[config.mk]
export PLATFORM = sky130hd
export DESIGN_NAME = traffic_light_ctrl
export DESIGN_NICKNAME = d
export VERILOG_FILES = /design/src/rtl/traffic_light_ctrl.sv
export SDC_FILE = /design/constraint.sdc
export NUM_CORES = 1
export LEC_CHECK = 0
export ABC_AREA = 1
export CAP_MARGIN = 0
export CORE_ASPECT_RATIO = 0.75
export CORE_UTILIZATION = 35
export CTS_CLUSTER_DIAMETER = 150
export CTS_CLUSTER_SIZE = 24
export DETAILED_ROUTE_END_ITERATION = 16
export GPL_TIMING_DRIVEN = 0
export SYNTH_ARGS = -nofsm -noshare
export SYNTH_HDL_FRONTEND = slang
export SYNTH_SLANG_ARGS = --single-unit
[constraint.sdc]
create_clock -name clk -period 4.1 [get_ports clk]
set_input_delay 0.82 -clock clk [delete_from_list [all_inputs] [get_ports clk]]
set_output_delay 0.82 -clock clk [all_outputs]
set_load 0.005 [all_outputs]
[src/rtl/traffic_light_ctrl.sv]
`default_nettype none
// ============================================================================
// traffic_light_ctrl : two-road light sequencer with pedestrian cut and night flash
// Rev 1.0
// ============================================================================
module traffic_light_ctrl #(
  parameter int unsigned GREEN_A_TIME = 29,
  parameter int unsigned GREEN_B_TIME = 19,
  parameter int unsigned YELLOW_TIME  = 4,
  parameter int unsigned ALLRED_TIME  = 2,
  parameter int unsigned MIN_GREEN    = 5
) (
  input  logic       clk,
  input  logic       rst,
  input  logic       tick,
  input  logic       ped_req,
  input  logic       night_mode,
  output logic       a_red,
  output logic       a_yel,
  output logic       a_grn,
  output logic       b_red,
  output logic       b_yel,
  output logic       b_grn,
  output logic       ped_walk,
  output logic [7:0] remain,
  output logic [2:0] state
);

  typedef enum logic [2:0] {
    A_GRN = 3'd0,
    A_YEL = 3'd1,
    AR1   = 3'd2,
    B_GRN = 3'd3,
    B_YEL = 3'd4,
    AR2   = 3'd5,
    FLASH = 3'd6
  } state_t;

  localparam logic [7:0] C_T_GA   = 8'(GREEN_A_TIME);
  localparam logic [7:0] C_T_GB   = 8'(GREEN_B_TIME);
  localparam logic [7:0] C_T_YEL  = 8'(YELLOW_TIME);
  localparam logic [7:0] C_T_AR   = 8'(ALLRED_TIME);
  localparam logic [7:0] C_MIN_GR = 8'(MIN_GREEN);

  state_t     r_state;
  logic [7:0] r_cnt;
  logic       r_ped_pend;
  logic       r_ped_walk;
  logic       r_blink;
  logic [5:0] r_lamps;
  logic [7:0] r_remain;

  state_t     w_nstate;
  logic       w_phase_end;
  logic       w_enter_bgrn;
  logic [7:0] w_ncnt;
  logic       w_nped_pend;
  logic       w_nped_walk;
  logic       w_nblink;
  logic [5:0] w_nlamps;
  logic [7:0] w_nremain;

  function automatic logic [7:0] phase_time(input state_t s);
    logic [7:0] t;
    case (s)
      A_GRN:        t = C_T_GA;
      B_GRN:        t = C_T_GB;
      A_YEL, B_YEL: t = C_T_YEL;
      AR1, AR2:     t = C_T_AR;
      default:      t = 8'd0;
    endcase
    return t;
  endfunction

  always_comb begin
    w_phase_end = tick && (r_cnt == phase_time(r_state));
    w_nstate    = r_state;
    case (r_state)
      A_GRN: if (w_phase_end || (tick && (night_mode || (r_ped_pend && (r_cnt >= C_MIN_GR)))))
               w_nstate = A_YEL;
      A_YEL: if (w_phase_end) w_nstate = AR1;
      AR1:   if (w_phase_end) w_nstate = night_mode ? FLASH : B_GRN;
      B_GRN: if (w_phase_end || (tick && night_mode)) w_nstate = B_YEL;
      B_YEL: if (w_phase_end) w_nstate = AR2;
      AR2:   if (w_phase_end) w_nstate = night_mode ? FLASH : A_GRN;
      FLASH: if (tick && !night_mode) w_nstate = AR2;
      default: w_nstate = AR2;
    endcase
  end

  // A button press coincident with B_GRN entry belongs to the next crossing.
  always_comb begin
    w_enter_bgrn = (w_nstate == B_GRN) && (r_state != B_GRN);
    w_ncnt       = (w_nstate != r_state) ? 8'd0 : (tick ? r_cnt + 8'd1 : r_cnt);
    w_nped_pend  = r_ped_pend | ped_req;
    w_nped_walk  = r_ped_walk;
    if (w_nstate == FLASH) begin
      w_nped_pend = 1'b0;
    end else if (w_enter_bgrn) begin
      w_nped_pend = ped_req;
      w_nped_walk = r_ped_pend;
    end else if ((r_state == B_GRN) && (w_nstate != B_GRN)) begin
      w_nped_walk = 1'b0;
    end
    w_nblink = 1'b0;
    if (w_nstate == FLASH)
      w_nblink = (r_state != FLASH) ? 1'b1 : (r_blink ^ tick);
  end

  // Lamp order: {a_red, a_yel, a_grn, b_red, b_yel, b_grn}
  always_comb begin
    case (w_nstate)
      A_GRN:   w_nlamps = 6'b001_100;
      A_YEL:   w_nlamps = 6'b010_100;
      B_GRN:   w_nlamps = 6'b100_001;
      B_YEL:   w_nlamps = 6'b100_010;
      FLASH:   w_nlamps = {1'b0, w_nblink, 1'b0, 1'b0, w_nblink, 1'b0};
      default: w_nlamps = 6'b100_100;
    endcase
    w_nremain = (w_nstate == FLASH) ? 8'd0 : (phase_time(w_nstate) - w_ncnt);
  end

  always_ff @(posedge clk) begin
    if (rst) begin
      r_state    <= AR2;
      r_cnt      <= 8'd0;
      r_ped_pend <= 1'b0;
      r_ped_walk <= 1'b0;
      r_blink    <= 1'b0;
      r_lamps    <= 6'b100_100;
      r_remain   <= C_T_AR;
    end else begin
      r_state    <= w_nstate;
      r_cnt      <= w_ncnt;
      r_ped_pend <= w_nped_pend;
      r_ped_walk <= w_nped_walk;
      r_blink    <= w_nblink;
      r_lamps    <= w_nlamps;
      r_remain   <= w_nremain;
    end
  end

  assign {a_red, a_yel, a_grn, b_red, b_yel, b_grn} = r_lamps;
  assign ped_walk = r_ped_walk;
  assign remain   = r_remain;
  assign state    = r_state;

endmodule
`default_nettype wire

# == After elaboration in Yosys (flattened, before gate mapping) ==
# Index checks and enable logic that the tools add are counted.
# op_classes
addsub,2
magnitude_cmp,1
eq_ne,17
muxes,21
n_bitwise,3
reduce_logical,20
# op_table
operator,n
case mux 5 bit (4 select lines),2
case mux 6 bit (5 select lines),1
2-to-1 mux 3 bit,9
case mux 3 bit (7 select lines),1
== test 3 bit (second input constant),6
2-to-1 mux 8 bit,2
== test 3 x 2 -> 1 bit (second input constant),4
OR reduction 2 bit,5
adder 8 x 1 -> 8 bit (second input constant),1
== test 8 bit,1
greater-or-equal comparator 8 x 3 -> 1 bit (second input constant),1
subtractor 5 x 8 -> 8 bit,1
logical AND 1 bit,7
== test 3 x 1 -> 1 bit (second input constant),2
logical NOT 3 bit,2
inequality test 3 x 2 -> 1 bit (second input constant),2
2-to-1 mux 1 bit,5
logical OR 1 bit,3
inequality test 3 bit,1
inequality test 3 bit (second input constant),1
2-to-1 mux 2 bit,1
AND reduction 2 bit,1
nonzero test 2 bit,1
logical NOT 1 bit,1
other kinds (3),3
# word_totals
register_bits,28
inputBits,5
output_inout_bits,18
wordCells,72

# == Logic depth before layout (Yosys ltp) ==
# Gate-level depths: netlist of the first run.
# depth
ltp_word,13
ltp_mapped,29

# == Worst setup path after synthesis of the first run ==
# OpenSTA, ideal clock, no wires.
# synth_timing
path_kind,input to register
startpoint,input port tick
endpoint,register r_remain[7] (netlist: remain[7])
setup_time_ps,70
arrival_ps,3584
required_time_ps,4030
slack_ps,447
cell_stages,24
n_path_buf,1
cell_sequence,buf_2 inv_1 nor3_1 nand3_2 nor2_2 nand2_1 nand2_2 nand3_4 nor2_8 nand2_2 nand2_4 nand3_4 inv_2 o211ai_1 ha_1 nand2_1 nor2_1 a211oi_1 nor2_1 o21ai_0 nand2_1 nand3_1 nand2_1 a21oi_1
# synth_between
elab_chain_len,8
word_cells_on_any_way,29
# synth_rtl
element,line,text
from (decl),15,"input logic tick,"
"logical AND 1 bit, on equally long branches","76, 79, 83",
"logical OR 1 bit, on equally long branches","83, 79",
"2-to-1 mux 3 bit, on equally long branches","83, 79",
case mux 3 bit (7 select lines),78,case (r_state)
== test 3 x 2 -> 1 bit (tied with other cells),65,case (s)
OR reduction 2 bit,65,
case mux 5 bit (4 select lines),65,
subtractor 5 x 8 -> 8 bit,120,w_nremain = (w_nstate == FLASH) ? 8'd0 : (phase_time(w_nstate) - w_ncnt);
to (signal assigned),139,r_remain <= w_nremain;
to (decl),51,logic [7:0] r_remain;
# Several ways; a longest one is shown, not always the timed one.
# A chain may end at the register's enable or synchronous reset.

# == Worst setup path in the final report of the first run ==
# layout_timing
startpoint,input port tick
endpoint,register r_remain[6] (netlist: remain[6])
# Same word-level chain as after synthesis.

==> results.json, run 1 <==
{
  "met3_usage_pct": 3.18,
  "setup_ws_ns": 0.309,
  "rows": 22,
  "clock_skew_ns": 0.00329,
  "power.density_mw_per_mm2": 950,
  "hp-class": "reg2reg",
  "period_share_pct": 92.5,
  "setup_viol": 0,
  "p_sw_share_pct": 50.0,
  "ys_ff_latch": 28,
  "die_area_mm2": 0.00551,
  "async_reset_ff_share_pct": 0,
  "critPathKind": "in2reg",
  "status": "completed",
  "avgRoutedWirePerCell_um": 11.3,
  "critPathLaunchType": "input pin",
  "p_comb_share_pct": 73.2,
  "yosysSeqAreaShare_pct": 30.7,
  "intPower_mw": 1.03,
  "syn_area_mm2": 0.00183,
  "grt.busiest_layer": "met2",
  "worst-path-max-fanout": 7,
  "drc": 0,
  "dp_hpwl_mm": 3.14,
  "path_clk_slew_ns": 0.09,
  "grt_first_pass_wirelength_mm": 6.67,
  "power_switching_mw": 1.03,
  "p_total_mw": 2.06,
  "ys.flop_type": "dfxtp_1",
  "num_vias": 1617,
  "instances_no_fill": 343,
  "viasPerCell": 4.71,
  "post-place-ws_ns": -0.139,
  "clk_latency_ns": 0.27,
  "power.leakage_nw": 1.02,
  "final_util_pct": 43.9,
  "die_x_um": 85.4,
  "clockBufferDepth": 2,
  "avgSynthCellArea_um2": 7.08,
  "synth-edff-count": 0,
  "drtAntennaViolNets": 0,
  "antenna_found_initial": 0,
  "cts_tree": "built",
  "postPlaceCellArea_mm2": 0.00210,
  "syn_nets": 273,
  "tightest_slew_ns": 0.511,
  "antenna_cells": 0,
  "h-tree-depth": 1,
  "seqPwrFrac_pct": 18.6,
  "yosysUniqueCellTypes": 36,
  "crit_required_ns": 4.27,
  "synth_top_area_cell": "dfxtp_1",
  "cts_hold_buf": 0,
  "netlist_top_cells_count": "nand2_1 (47), inv_1 (34), nor2_1 (34)",
  "grt_max_degree": 16,
  "start_util_pct": 36.8,
  "drtPass1Iterations": 5,
  "cp-end-kind": "flop",
  "portBuffers": 20,
  "drive_gt1_share_pct": 16.3,
  "first_iter_violations": 76,
  "min_period_ns": 3.79,
  "coreArea_mm2": 0.00495,
  "netlist_instances": 258,
  "ys_warn_count": 0,
  "routed_wl_mm": 3.88,
  "whs_ns": 0.498,
  "hold_violations": 0,
  "final-max-slew-violation-count": 0,
  "clkPwrFrac_pct": 8.1,
  "grt_use_total_pct": 15.4,
  "nets": 299,
  "cts_buffers": 3,
  "dpl.cell_count": 338,
  "fin_area_mm2": 0.00217,
  "gr-usage-met1_pct": 22.9,
  "ir_worst_vdd_mv": 0.598,
  "cts-root-buf": "clkbuf_8",
  "synth.top_cell.area_share_pct": 30.7,
  "first_global_vias": 1458,
  "io_pins": 23,
  "slew_headroom_pct": 65.9,
  "cap_violations": 0,
  "area_growth_syn_to_layout_pct": 19.1,
  "use_met2_pct": 23.4,
  "place_congestion": 0.851,
  "crit_arrival_ns": 3.96,
  "fmax_mhz": 264,
  "overflow": 0,
  "die_y_um": 64.5,
  "cts_sinks": 28,
  "synth.most_common_cell": "nand2_1",
  "synth.area.top_cells": "dfxtp_1 (31%), nand2_1 (9.7%), inv_1 (7.0%)",
  "fin_tns_setup_ns": 0
}
## power groups by stage
| stage | sequential, mW | combinational, mW | clock (mW) |
|---|---|---|---|
| final | 0.385 | 1.51 | 0.167 |
| after global placement | 0.392 | 1.46 | 0 |
| after floorplan | 0.395 | 1.13 | 0 |
| after global routing | 0.391 | 1.77 | 0.186 |
| after detailed placement | 0.393 | 1.47 | 0 |
| after CTS | 0.386 | 1.47 | 0.177 |
## state kept, by name (all words and copies together), names as in the netlist
register / cells
ped_walk: 1
r_blink: 1
r_cnt: 8
r_lamps: 6
r_ped_pend: 1
remain: 8
state: 3
## metal layers
layer  up-vias  wire length (um)
li1        872                 -
met1       708              2120
met2        33              1570
met3         4               174
met4         0                20
met5         -                 0
## placed cells by master (no fill, tap or decap), types with 2 or more instances in the layout
cell type / netlist / final
a21oi_1: 13 / 13
nand4_1: 5 / 5
clkbuf_1: 2 / 2
nor2_1: 34 / 34
inv_1: 34 / 33
dfxtp_1: 28 / 28
nor3_1: 6 / 5
clkdlybuf4s50_1: 0 / 20
clkbuf_8: 0 / 4
nand3_4: 2 / 2
nand2_2: 7 / 7
ha_1: 9 / 9
nand2_4: 2 / 2
buf_4: 1 / 2
inv_2: 6 / 7
nand3_2: 5 / 5
nand2_1: 47 / 47
nor2_4: 4 / 4
xor2_1: 3 / 3
o21ai_1: 3 / 4
nand3_1: 19 / 19
a21oi_2: 3 / 3
o21ai_0: 8 / 7
nor2_2: 3 / 3
## layout make-up
cell class / count / area, um2
plain buffers: 5 / 31.3
inverters: 41 / 156
fillers: 491 / 2780
flip-flops and latches: 28 / 561
multi-input cells: 184 / 1090
clock buffers: 4 / 55.1
repair buffers: 21 / 208
well taps: 60 / 75.1
## worst max-delay path, stage by stage
cell,delay (ns)
buf_2,0.17
inv_1,0.13
nor3_2,0.23
nand3_2,0.15
inv_2,0.09
nand2_2,0.09
nand2_1,0.07
nand2_1,0.06
nand2_2,0.07
nand2_4,0.07
nor2_8,0.13
nand2_2,0.08
nand2_4,0.11
nand3_4,0.09
inv_2,0.11
o211ai_1,0.17
buf_4,0.18
fa_1,0.45
a21oi_1,0.16
nor2_1,0.05
nor2_1,0.14
o21ai_0,0.12
a21oi_1,0.13
nor2_1,0.06
## final timing paths
check | startpoint | slack [ns] | cells after the start | endpoint
max reg2reg | state[1]$_SDFF_PP0_ | 0.51 | 22 | remain[6]$_SDFF_PP0_
min | ped_walk$_SDFFE_PP0P_ | 0.50 | 2 | ped_walk$_SDFFE_PP0P_
max | tick | 0.31 | 24 | remain[6]$_SDFF_PP0_
min reg2reg | ped_walk$_SDFFE_PP0P_ | 0.50 | 2 | ped_walk$_SDFFE_PP0P_
## kinds of logic after synthesis
logic type,after synthesis,synth area share [%]
DFF,28,30.7
xor gates and xnor gates,5,2.81
buffers and inverters,46,10.3
and+or+nand+nor,138,39.2
adders and majority gates,10,7.27
AOI/OAI and AO/OA,31,9.73
## what timing repair did
action / 4_1_cts / 5_1_grt
gates resized for setup: 0 / 4
buffers inserted: 0 / 1
setup endpoints to repair: 0 / 2
(Power assumes the default switching activity.)
==> inputs of run 2 (changes only) <==
- CTS_CLUSTER_SIZE: 24 -> 30
==> results of run 2 <==
Final layout, timing and power as in run 1 (identical DEF).
